--- src/rtl/sha256_pkg.sv ---
// ============================================================================
//  Module  : sha256_pkg
//  Brief   : Shared constants and FSM encoding for the SHA-256 schedule control
//  Revision: 1.0 - initial release
// ============================================================================
`default_nettype none

package sha256_pkg;

    localparam int SHA256_ROUNDS    = 64;
    localparam int SHA256_BLK_WORDS = 16;
    localparam int SHA256_DW        = 32;

    typedef enum logic {
        LOAD = 1'b0,
        RUN  = 1'b1
    } sched_state_e;

endpackage

`default_nettype wire

--- src/rtl/sha256_blk_buf.sv ---
// ============================================================================
//  Module  : sha256_blk_buf
//  Brief   : 16-entry message-word buffer, one sync write, one async read port
//  Revision: 1.0 - initial release
// ============================================================================
`default_nettype none

module sha256_blk_buf
    import sha256_pkg::*;
#(
    parameter int DW = SHA256_DW
) (
    input  logic          clk,
    input  logic          we_i,
    input  logic [3:0]    waddr_i,
    input  logic [DW-1:0] wdata_i,
    input  logic [3:0]    raddr_i,
    output logic [DW-1:0] rdata_o
);

    // Contents need no reset: reads are only consumed after a full block load.
    logic [DW-1:0] mem_q [SHA256_BLK_WORDS];

    always_ff @(posedge clk) begin
        if (we_i) begin
            mem_q[waddr_i] <= wdata_i;
        end
    end

    assign rdata_o = mem_q[raddr_i];

endmodule

`default_nettype wire

--- src/rtl/sha256_sched_ctrl.sv ---
// ============================================================================
//  Module  : sha256_sched_ctrl
//  Brief   : Loads 16-word blocks and sequences 64 uninterrupted SHA-256 rounds
//  Revision: 1.0 - initial release
// ============================================================================
`default_nettype none

module sha256_sched_ctrl
    import sha256_pkg::*;
#(
    parameter int DW        = SHA256_DW,
    parameter int BLK_WORDS = SHA256_BLK_WORDS,
    parameter int ROUNDS    = SHA256_ROUNDS
) (
    input  logic          clk,
    input  logic          reset,
    input  logic          in_valid,
    output logic          in_ready,
    input  logic [DW-1:0] in_data,
    input  logic          in_last,
    output logic          sched_en,
    output logic [5:0]    round_idx,
    output logic [DW-1:0] m_word,
    output logic          round_valid,
    output logic          block_first,
    output logic          block_done,
    output logic          block_last,
    output logic          busy
);

    localparam logic [4:0] c_full_cnt   = 5'(BLK_WORDS);
    localparam logic [4:0] c_last_wr    = 5'(BLK_WORDS - 1);
    localparam logic [5:0] c_last_round = 6'(ROUNDS - 1);
    localparam logic [5:0] c_sched_rnd  = 6'(BLK_WORDS);
    localparam logic [5:0] c_last_read  = 6'(BLK_WORDS - 1);

    sched_state_e state_q, state_d;
    logic [5:0]   round_q, round_d;
    logic [4:0]   wr_cnt_q, wr_cnt_d;
    logic         load_last_q, load_last_d;
    logic         run_last_q, run_last_d;
    logic         first_pend_q, first_pend_d;
    logic         block_first_q, block_first_d;

    logic          w_run;
    logic          w_last_rnd;
    logic          w_ready;
    logic          w_acc;
    logic [4:0]    w_cnt_acc;
    logic          w_first_src;
    logic [DW-1:0] w_rdata;

    assign w_run       = (state_q == RUN);
    assign w_last_rnd  = w_run && (round_q == c_last_round);
    // Rounds 0..15 still read the buffer, so loading waits for round 16.
    assign w_ready     = !reset && (wr_cnt_q < c_full_cnt)
                         && (!w_run || (round_q >= c_sched_rnd));
    assign w_acc       = in_valid && w_ready;
    assign w_cnt_acc   = wr_cnt_q + 5'(w_acc);
    assign w_first_src = first_pend_q || (w_last_rnd && run_last_q);

    always_ff @(posedge clk) begin
        if (reset) begin
            state_q       <= LOAD;
            round_q       <= '0;
            wr_cnt_q      <= '0;
            load_last_q   <= 1'b0;
            run_last_q    <= 1'b0;
            first_pend_q  <= 1'b1;
            block_first_q <= 1'b0;
        end else begin
            state_q       <= state_d;
            round_q       <= round_d;
            wr_cnt_q      <= wr_cnt_d;
            load_last_q   <= load_last_d;
            run_last_q    <= run_last_d;
            first_pend_q  <= first_pend_d;
            block_first_q <= block_first_d;
        end
    end

    always_comb begin
        state_d       = state_q;
        round_d       = round_q;
        wr_cnt_d      = w_cnt_acc;
        load_last_d   = load_last_q;
        run_last_d    = run_last_q;
        first_pend_d  = w_first_src;
        block_first_d = block_first_q;

        if (w_acc && (wr_cnt_q == c_last_wr)) begin
            load_last_d = in_last;
        end

        if (w_run && !w_last_rnd) begin
            round_d = round_q + 6'd1;
            if (round_q == c_last_read) begin
                wr_cnt_d = '0;
            end
        end else if (w_cnt_acc == c_full_cnt) begin
            // Covers both LOAD->RUN and the bubble-free round 63 -> round 0 wrap.
            state_d       = RUN;
            round_d       = '0;
            run_last_d    = load_last_d;
            block_first_d = w_first_src;
            first_pend_d  = 1'b0;
        end else begin
            state_d = LOAD;
            round_d = '0;
        end
    end

    sha256_blk_buf #(
        .DW (DW)
    ) u_buf (
        .clk     (clk),
        .we_i    (w_acc),
        .waddr_i (wr_cnt_q[3:0]),
        .wdata_i (in_data),
        .raddr_i (round_q[3:0]),
        .rdata_o (w_rdata)
    );

    assign in_ready    = w_ready;
    assign sched_en    = w_run;
    assign round_valid = w_run;
    assign round_idx   = round_q;
    assign m_word      = (w_run && (round_q < c_sched_rnd)) ? w_rdata : '0;
    assign block_done  = w_last_rnd;
    assign block_last  = w_last_rnd && run_last_q;
    assign block_first = w_run && block_first_q;
    assign busy        = w_run || (wr_cnt_q != 5'd0);

endmodule

`default_nettype wire

--- config.mk ---
export PLATFORM = sky130hd
export DESIGN_NAME = sha256_sched_ctrl
export DESIGN_NICKNAME = d
export VERILOG_FILES = /design/src/rtl/sha256_pkg.sv /design/src/rtl/sha256_blk_buf.sv /design/src/rtl/sha256_sched_ctrl.sv
export SDC_FILE = /design/constraint.sdc
export NUM_CORES = 1
export LEC_CHECK = 0
export BUFFER_PORTS_ARGS = -buffer_cell sky130_fd_sc_hd__buf_2
export CAP_MARGIN = 40
export CELL_PAD_IN_SITES_DETAIL_PLACEMENT = 0
export CELL_PAD_IN_SITES_GLOBAL_PLACEMENT = 2
export CORE_MARGIN = 1.5
export CORE_UTILIZATION = 52
export DETAILED_ROUTE_END_ITERATION = 7
export PLACE_DENSITY = 0.83
export RECOVER_POWER = 25
export SKIP_CTS_REPAIR_TIMING = 1
export SLEW_MARGIN = 20
export SYNTH_ARGS = -nofsm -noshare
export SYNTH_HDL_FRONTEND = slang
export SYNTH_SLANG_ARGS = --single-unit
--- constraint.sdc ---
create_clock -name clk -period 6.31 [get_ports clk]
set_clock_uncertainty 0.05 [all_clocks]
set_input_delay 1.262 -clock clk [delete_from_list [all_inputs] [get_ports clk]]
set_output_delay 1.262 -clock clk [all_outputs]
set_load 0.02 [all_outputs]
==> impl_summary.txt <==
----------------------------------------------------
[Drt]
  Router iterations before antenna repair ... 5
  Number of vias per cell ... 5.992
  First-iteration detailed-routing DRC count ... 841
  Remaining design rule violation count ... 0
  Detailed-route wire length per cell ... 27.34 um
  Total wire length ... between 40,000 and 50,000 um
  Number of nets with antenna violations after detailed routing ... 0
  Total via count in the routed design ... 9,366

[Die]
  Top-Level Pins ... 81
  Number of placement rows ... between 70 and 80
  Die area ... 40,120 um^2
  Vertical die dimension ... 200.3 um
  Initial Util ... approximately 53%
  Core region area ... slightly below 40,000 um^2
  Die X ... around 200 um

[Clock network]
  Clock tree from TritonCTS ... done
  Register clock-pin slew on the reported worst setup and hold paths ... 0.06 ns
  Clk Tree Root Cell ... sky130_fd_sc_hd__clkbuf_16
  Clock sink count ... 528
  Number of clock buffers inserted by TritonCTS ... 52
  Insertion delay of the later-clocked pin in the worst-skew pair ... 0.59 ns
  # H-tree levels ... 2
  CTS max path bufs ... 3

[STA]
  Hold Violations, Final ... 0
  Period Utilization, post-route ... roughly 67%
  Unrepaired setup endpoints after global routing ... false
  Final Max Slew Viols ... 0
  Slew @ Worst Pin ... 0.8201 ns
  Total setup violations reported at the end of the flow ... 0
  Worst-case headroom to the max-slew limit ... 45.20%
  Final critical-path setup slack ... between 2 and 2.5 ns
  Final Hold Slack ... 0.4341 ns
  Post-route setup TNS ... 0 ns
  Post-route minimum period ... 4.233 ns
  Maximum clock rate ... 0.2363 GHz

[Finish]
  Layout overhead on the synthesized area ... 14.07%
  Finished Cell Area ... between 20,000 and 25,000 um^2
  Util after Layout ... approximately three fifths
  Antenna diode instance count ... 0
  Fill cells ... roughly 2,800
  Share of layout cells above drive strength 1 ... 30.14%
  Net count, final ... around 1,000

[Synth]
  Register bit count reported by yosys ... 528
  Share of synthesized area occupied by flip-flops and latches ... 77.53%
  Per-instance average area after synthesis ... 22.80 um^2
  Post-Synthesis Cells ... 888
  Area of the mapped netlist ... 20,240 um^2
  Post-synth net total ... 927
  Yosys warnings ... 0
  Most used DFF post-synth ... sky130_fd_sc_hd__edfxtp_1
  Dominant cells by area after synthesis ... sky130_fd_sc_hd__edfxtp_1, sky130_fd_sc_hd__mux4_2, sky130_fd_sc_hd__mux2i_1
  Count of flip-flops with a built-in enable after synthesis ... 512
  Top cell type's share of synthesized area ... 75.95%
  Most instantiated library cell after synthesis ... sky130_fd_sc_hd__edfxtp_1
  Dominant cell type by area after synthesis ... sky130_fd_sc_hd__edfxtp_1
  Synth unique cells ... 39
  Most instantiated cells after synthesis ... sky130_fd_sc_hd__edfxtp_1, sky130_fd_sc_hd__mux4_2, sky130_fd_sc_hd__mux2i_1, sky130_fd_sc_hd__o22ai_1, sky130_fd_sc_hd__nor2_1
  Share of async-settable or async-resettable flops after synthesis ... 0%

[Run]
  Max-cap violations ... 0

[Global routing]
  Total track usage ... 21.78%
  Wire length of the first global-routing pass ... about 64,000 um
  Antenna violations before repair ... 1
  Largest net degree at the start of global routing ... 63
  Total overflow reported by the global router ... 0
  Vias in the first global route ... 9,698

[Setup path]
  Worst R2R Setup Slack ... 3.34 ns
  Critical path start-end classification ... register to output port
  Type of origin of the critical path ... register
  Data arrival time of the worst path ... 2.92 ns
  Cells on worst reg2reg path ... 5
  Required arrival time at the worst endpoint ... roughly 5.0 ns
  Kind of capture point of the worst setup path ... output port
  Max Fanout on Critical Path ... 22

[Placement]
  Post-detail-place hpwl ... 23,000 um
  Pre-CTS setup slack ... between 2 and 2.5 ns
  Post-Place Cell Area ... 21,410 um^2
  Buffers on Ports ... 80
  Final weighted congestion in routability-driven placement ... roughly 0.7

[Power]
  Max rail drop VDD ... 0.2213 mV
  P_leak ... ~7 nW
  PwrDens ... 300.2 nW/um^2

[Hold path]
  Class of the most critical hold timing path ... register to register
  Depth of the worst hold-timing path ... 2

[Outcome]
  Result of the run ... completed

----------------------------------------------------
-- final cells by class --
type | count | area, um^2 | share of cell area, %
Inverter | 2 | 7.507 | 0.03251
Tap cell | 518 | 648.1 | 2.807
Clock buffer | 60 | 1353 | 5.858
Sequential cell | 528 | 15710 | 68.02
Timing Repair Buffer | 112 | 732.0 | 3.170
Clock inverter | 34 | 275.3 | 1.192
Multi-Input combinational cell | 309 | 4369 | 18.92
-- cells by family (layout without fill, tap and decap cells) --
kind of cell,count (synthesis),after routing,share of synthesized area [%]
adder cells (fa/ha/maj),3,3,0.1854
buffers and inverters,51,208,1.452
flip-flops,528,528,77.53
AND/OR/NAND/NOR,63,63,1.632
AO/OA/AOI/OAI,41,41,1.335
multiplexers,194,194,17.52
XOR/XNOR,8,8,0.3461
-- critical path, stage by stage, from the launching register on --
cell and delay [ns]:
sky130_fd_sc_hd__dfxtp_1 0.49, sky130_fd_sc_hd__nor3b_2 0.45, sky130_fd_sc_hd__nand2_2 0.37, sky130_fd_sc_hd__buf_4 0.40
sky130_fd_sc_hd__o22ai_1 0.38, sky130_fd_sc_hd__buf_2 0.25
-- report_power, final --
group          total [mW]  switching [mW]  internal (mW)
Clock                2.97            1.27           1.70
Combinational      0.0951          0.0722         0.0229
Sequential           3.87         0.00551           3.86
Total                6.93            1.35           5.58
-- sequential cells by signal (all words and copies together) (netlist names) --
name,count
round_valid,1
wr_cnt_q,5
round_idx,6
run_last_q,1
first_pend_q,1
load_last_q,1
u_buf.mem_q,512
block_first_q,1
-- per-layer routing --
metal	up-vias	wire length (um)	global-route usage, %
li1	3985	-	-
met1	4985	17810	30.73
met2	337	21390	35.59
met3	57	2661	4.068
met4	2	852	5.559
met5	-	12	0
-- final timing paths --
kind / startpoint / endpoint
setup / recovery: round_valid / m_word[31]
hold / removal: first_pend_q / first_pend_q
setup reg to reg: wr_cnt_q[4] / u_buf.mem_q[2][24]
hold reg to reg: first_pend_q / first_pend_q
-- layout by cell type (no fill, tap or decap), types with 6 or more instances in the layout --
cell                        instances
sky130_fd_sc_hd__nor2_4            12
sky130_fd_sc_hd__dfxtp_1           13
sky130_fd_sc_hd__edfxtp_1         512
sky130_fd_sc_hd__clkinv_1          13
sky130_fd_sc_hd__buf_2             56
sky130_fd_sc_hd__buf_4             24
sky130_fd_sc_hd__and2_1             6
sky130_fd_sc_hd__mux2i_1           64
sky130_fd_sc_hd__mux4_2           128
sky130_fd_sc_hd__clkbuf_16         53
sky130_fd_sc_hd__o22ai_1           32
sky130_fd_sc_hd__clkinv_2          10
sky130_fd_sc_hd__clkbuf_1          31
sky130_fd_sc_hd__nor2_1            13
-- per-stage QoR --
stage                     total power, mW  std cells
after floorplan                     3.972        888
after global placement              4.033       1463
after detailed placement            4.039       1466
after CTS                           6.978       1560
after global routing                7.121       1563
final                               6.931       1563
Power figures use the tool's default switching activity.
